$ cat src/rtl/count_seq_pkg.sv
// Shared definitions for the count sequencer: phase encoding and terminal-count helper.
package count_seq_pkg;

    // Phase encoding is visible on the state output, so the values are fixed.
    typedef enum logic [1:0] {
        IDLE  = 2'd0,
        RUN   = 2'd1,
        PAUSE = 2'd2,
        DONE  = 2'd3
    } state_t;

    // Largest legal count for a given modulus (MAX = MOD-1).
    function automatic int max_count(input int modulus);
        return modulus - 1;
    endfunction

endpackage

$ cat src/rtl/count_seq_ctrl_mod_counter.sv
// Modulo-MOD counter datapath: clear, clamped load, increment with wrap or hold at max.
module mod_counter #(
    parameter int MOD  = 100,
    parameter int BITS = $clog2(MOD)
) (
    input  logic            clk,
    input  logic            rst,
    input  logic            inc,
    input  logic            clr,
    input  logic            ld,
    input  logic [BITS-1:0] ld_val,
    input  logic            wrap,
    output logic [BITS-1:0] cnt,
    output logic            at_max
);
    import count_seq_pkg::*;

    localparam int              MAX   = max_count(MOD);
    localparam logic [BITS-1:0] MAX_V = BITS'(MAX);

    assign at_max = (cnt == MAX_V);

    // Count register: clear beats load beats increment; never leaves 0..MAX.
    always_ff @(posedge clk or negedge rst) begin
        // NOTE: non-blocking assignments keep every register sampling pre-edge values.
        if (!rst) begin
            cnt <= '0;
        end else if (clr) begin
            cnt <= '0;
        end else if (ld) begin
            cnt <= (ld_val > MAX_V) ? MAX_V : ld_val;
        end else if (inc) begin
            if (!at_max) begin
                cnt <= cnt + BITS'(1);
            end else if (wrap) begin
                cnt <= '0;
            end
        end
    end

endmodule

$ cat src/rtl/count_seq_ctrl.sv
// Run-control sequencer: IDLE/RUN/PAUSE/DONE phases driving a modulo counter.
module count_seq_ctrl #(
    parameter int MOD  = 100,
    parameter int BITS = $clog2(MOD)
) (
    input  logic            clk,
    input  logic            rst,
    input  logic            start,
    input  logic            stop,
    input  logic            clear,
    input  logic            load_en,
    input  logic [BITS-1:0] load_val,
    input  logic            wrap_en,
    output logic [BITS-1:0] count_out,
    output logic [1:0]      state,
    output logic            busy,
    output logic            done,
    output logic            tc
);
    import count_seq_pkg::*;

    state_t cur_state;
    state_t next_state;
    logic   inc;
    logic   clr;
    logic   ld;
    logic   at_max;
    logic   done_d;
    logic   tc_d;

    mod_counter #(
        .MOD  (MOD),
        .BITS (BITS)
    ) u_counter (
        .clk    (clk),
        .rst    (rst),
        .inc    (inc),
        .clr    (clr),
        .ld     (ld),
        .ld_val (load_val),
        .wrap   (wrap_en),
        .cnt    (count_out),
        .at_max (at_max)
    );

    // Phase register plus the registered one-cycle done/tc pulses.
    always_ff @(posedge clk or negedge rst) begin
        if (!rst) begin
            cur_state <= IDLE;
            done      <= 1'b0;
            tc        <= 1'b0;
        end else begin
            cur_state <= next_state;
            done      <= done_d;
            tc        <= tc_d;
        end
    end

    // Command decode with priority clear > load_en > stop > start.
    always_comb begin
        // NOTE: every output gets a default first so no path leaves one unassigned (no latch).
        next_state = cur_state;
        inc        = 1'b0;
        clr        = 1'b0;
        ld         = 1'b0;
        done_d     = 1'b0;
        tc_d       = 1'b0;
        if (clear) begin
            clr        = 1'b1;
            next_state = IDLE;
        end else begin
            case (cur_state)
                RUN: begin
                    // Loads are ignored while running; stop wins over terminal count.
                    if (stop) begin
                        next_state = PAUSE;
                    end else begin
                        inc = 1'b1;
                        if (at_max) begin
                            if (wrap_en) begin
                                tc_d = 1'b1;
                            end else begin
                                next_state = DONE;
                                done_d     = 1'b1;
                            end
                        end
                    end
                end
                DONE: begin
                    if (load_en) begin
                        ld         = 1'b1;
                        next_state = IDLE;
                    end else if (!stop && start) begin
                        clr        = 1'b1;
                        next_state = RUN;
                    end
                end
                default: begin
                    // IDLE and PAUSE: load in place, or resume on start.
                    if (load_en) begin
                        ld = 1'b1;
                    end else if (!stop && start) begin
                        next_state = RUN;
                    end
                end
            endcase
        end
    end

    assign state = cur_state;
    assign busy  = (cur_state == RUN);

endmodule

$ cat config.mk
export PLATFORM = sky130hd
export DESIGN_NAME = count_seq_ctrl
export DESIGN_NICKNAME = d
export VERILOG_FILES = /design/src/rtl/count_seq_pkg.sv /design/src/rtl/count_seq_ctrl_mod_counter.sv /design/src/rtl/count_seq_ctrl.sv
export SDC_FILE = /design/constraint.sdc
export NUM_CORES = 1
export LEC_CHECK = 0
export ABC_AREA = 1
export CORE_UTILIZATION = 41
export CTS_CLUSTER_DIAMETER = 40
export DETAILED_ROUTE_END_ITERATION = 16
export PLACE_DENSITY_LB_ADDON = 0.08
export SLEW_MARGIN = 0
export SYNTH_ARGS = -nofsm -noshare
export SYNTH_HDL_FRONTEND = slang
export SYNTH_HIERARCHICAL = 1
export SYNTH_SLANG_ARGS = --single-unit
$ cat constraint.sdc
create_clock -name clk -period 1.7 [get_ports clk]
set_clock_uncertainty 0.2 [all_clocks]
set_input_delay 0.255 -clock clk [delete_from_list [all_inputs] [get_ports clk]]
set_output_delay 0.255 -clock clk [all_outputs]
set_load 0.05 [all_outputs]
==> results.rst, run 1 <==
.. list-table::
   :header-rows: 1

   * - Metric
     - Value
   * - Run status
     - complete, no violations
   * - Initial DRC count
     - 26
   * - Buffer cell driving the clock tree root
     - sky130_fd_sc_hd__clkbuf_4
   * - Period Utilization, post-route
     - 97.50%
   * - Core area
     - 1982 um2
   * - Largest area contributor in the synthesized netlist
     - sky130_fd_sc_hd__dfrtp_1
   * - Leakage component of the power
     - 0.7511 nW
   * - Main area contributors after synthesis
     - sky130_fd_sc_hd__dfrtp_1 (32%), sky130_fd_sc_hd__nand2_1 (23%), sky130_fd_sc_hd__inv_1 (7.8%)
   * - Clock H-tree levels
     - 1
   * - Synth warnings
     - 6
   * - Number of nets produced by synthesis
     - 158
   * - Sum of net half-perimeters after detailed placement
     - 1886 um
   * - Congestion Overflow GR
     - 0
   * - Number of cell rows
     - 16
   * - Peak clock frequency supported by timing
     - 0.6033 GHz
   * - Number of synthesized flops with an enable pin
     - 0
   * - Worst Setup End Kind
     - output pin
   * - Area share of the leading cell type in the synthesized netlist
     - 31.61%
   * - Worst Setup Start Kind
     - flip-flop
   * - Bufs on Longest Clock Path
     - 2
   * - Sink Count
     - 11
   * - Vias per cell
     - 4.842
   * - Initial standard-cell utilization of the core
     - 43.94%
   * - Commonest cells in the synthesized netlist
     - sky130_fd_sc_hd__nand2_1 (54), sky130_fd_sc_hd__inv_1 (18), sky130_fd_sc_hd__nor2_1 (16), sky130_fd_sc_hd__nand3_1 (13), sky130_fd_sc_hd__dfrtp_1 (11)
   * - Share of cells above drive strength 1
     - 32.31%
   * - Detailed-route wire length per cell
     - 10.95 um
   * - Final number of max-transition violations
     - 0
   * - Cell Pwr Density
     - 703.2 nW/um2
   * - Crit path time final
     - 1.658 ns
   * - Actual slew at the worst max-slew pin
     - 0.4555 ns
   * - Clock latency at the later pin of the worst-skew pair
     - 0.27 ns
   * - Die width
     - 48.09 um
   * - Category of the most critical setup path
     - reg -> out
   * - Top_reg_cell synth
     - sky130_fd_sc_hd__dfrtp_1
   * - Max-capacitance violation count
     - 0
   * - Syn Inst Count
     - 143
   * - Netlist area before placement
     - 870.8 um2
   * - Wire length of the first global-routing pass
     - 3539 um
   * - Most repeated cell in the gate-level netlist after synthesis
     - sky130_fd_sc_hd__nand2_1
   * - Die boundary height
     - 48.09 um
   * - Clock tree from TritonCTS
     - yes
   * - Final cell count without fillers
     - 222
   * - Slew Limit Headroom
     - 69.54%
   * - Number of distinct library cells after synthesis
     - 16
   * - Required arrival time at the worst endpoint
     - 1.24 ns
   * - Crit-path max FO
     - 5
   * - First-pass detailed-route iteration total
     - 4
   * - Number of buffers created by CTS
     - 3
   * - Number of port buffers
     - 25
   * - Fill cell count
     - 139
   * - Peak ir drop on the vdd network
     - 0.4487 mV
   * - Maximum number of pins on one net before global-route repair
     - 12
   * - Antenna violations before repair
     - 0
   * - Register area share after synthesis
     - 31.61%
   * - Sequential cell area
     - 280.3 um2
   * - Gr usage total
     - 22.38%
   * - Net count of the finished layout
     - 211
   * - Smallest hold slack
     - 0.1025 ns
   * - Data arrival, critical path
     - 1.20 ns
   * - Average footprint of a synthesized cell
     - 6.090 um2
   * - Count of state elements after synthesis
     - 11
   * - CTS clk-pin slew, worst paths
     - 0.06 ns
   * - Diode insertion count for antenna repair
     - 0
   * - Count of final setup violators
     - 0
   * - I/O pin count
     - 26
   * - Total via count after detailed routing
     - 1075
   * - Number of instances in the placed design
     - 213
   * - Area Overhead vs Synth
     - 72.27%
   * - Number of routed nets with antenna violations
     - 0
   * - Die area
     - 2312 um2
   * - Asr flop ratio synth
     - 100.0%
   * - Area occupied by multi-input gates
     - 554.3 um2
   * - Final hold violations
     - 0
   * - Vias in the first global route
     - 826
   * - DRC errors left
     - 0
   * - Total wire length
     - 2432 um
   * - Placer Congestion
     - 0.8587
   * - Worst hold path class
     - in -> async
metrics by stage:
step | total power [mW] | util, % | setup TNS (ns) | cell area (um2) | setup slack [ns]
after CTS | 1.037 | 72.73 | 0 | 1441 | 0.02443
final | 1.055 | 75.69 | 0 | 1500 | 0.04243
after floorplan | 0.5837 | - | -1.722 | 889.6 | -0.2662
after detailed placement | 0.8547 | 70.64 | -1.488 | 1400 | -0.2511
after global routing | 1.119 | 75.69 | -0.01723 | 1500 | -0.01355
after global placement | 0.8457 | 70.64 | -1.129 | 1400 | -0.1980
placed cells by master (no fill, tap or decap), drive strengths merged, types with 4 or more instances in the layout:
cell type       n
nor2           19
o21ai           9
clkbuf          4
buf            35
dfrtp          11
clkdlybuf4s50  12
a21oi           8
inv            21
nand3          16
nand2          57
flip-flops by register name, indices dropped and copies added (netlist names):
| name | count |
|---|---|
| state | 2 |
| tc | 1 |
| u_counter/cnt | 7 |
| done | 1 |
worst paths after layout:
check,from,to,slack [ns],cells past startpoint
max in group asynchronous,rst,u_counter/cnt[0],0.86,1
worst max register to register,state[0],u_counter/cnt[4],0.08,8
worst min register to register,u_counter/cnt[1],u_counter/cnt[1],0.43,3
worst max-delay path,state[0],busy,0.04,4
min in group clk,clear,state[1],0.23,5
worst min-delay path,rst,done,0.10,1
cells by family (layout without fill, tap and decap cells):
family | Yosys count | after routing | share of synthesized area [%]
compound gates | 17 | 17 | 10.20
fa+ha+maj | 1 | 1 | 1.437
buf+inv | 22 | 73 | 10.34
flops | 11 | 11 | 31.61
simple gates | 92 | 93 | 46.41
worst max-delay path, cell delays in order (launching register included):
cell                      delay [ns]
sky130_fd_sc_hd__dfrtp_2        0.44
sky130_fd_sc_hd__inv_4          0.05
sky130_fd_sc_hd__nor2_4         0.16
sky130_fd_sc_hd__buf_4          0.16
sky130_fd_sc_hd__buf_12         0.13
power by group:
group | switching, mW | total (mW) | internal (mW) | leakage [nW]
Clock | 0.0829 | 0.174 | 0.0909 | 0.0150
Combinational | 0.298 | 0.557 | 0.259 | 0.594
Sequential | 0.0329 | 0.324 | 0.291 | 0.142
area by class of cell:
cell class,instances,area share (%)
tap,27,2.252
timing repair buffer,48,34.95
sequential,11,18.68
clock buffer,4,1.751
multi-input combinational,111,36.95
inverter,21,5.421
metal layers:
metal / share of wire (%) / GRT usage (%) / wire (um) / up-vias
met2: 48 / 32.16 / 1178 / 34
met4: 0.95 / 11.11 / 23 / 0
met1: 47 / 31.97 / 1145 / 480
met3: 3.5 / 3.774 / 85 / 3
met5: 0 / 0 / 0 / -
li1: - / - / - / 558
timing repair:
action	CTS	global route
endpoints found under the setup margin	1	7
pin swaps	0	3
gates cloned	0	1
gates resized for setup	0	12
hold buffers	0	0
hold endpoints to repair	0	0
setup buffers	2	2
(Power assumes the default switching activity.)
==> run 2, diff against run 1 <==
--- a/config.mk
+++ b/config.mk
@@ -8,6 +8,7 @@
 export ABC_AREA = 1
 export CORE_UTILIZATION = 41
 export CTS_CLUSTER_DIAMETER = 40
+export CTS_CLUSTER_SIZE = 25
 export DETAILED_ROUTE_END_ITERATION = 16
 export PLACE_DENSITY_LB_ADDON = 0.08
 export SLEW_MARGIN = 0
==> results of run 2 <==
No change in the layout: final DEF, timing and power equal those of run 1.
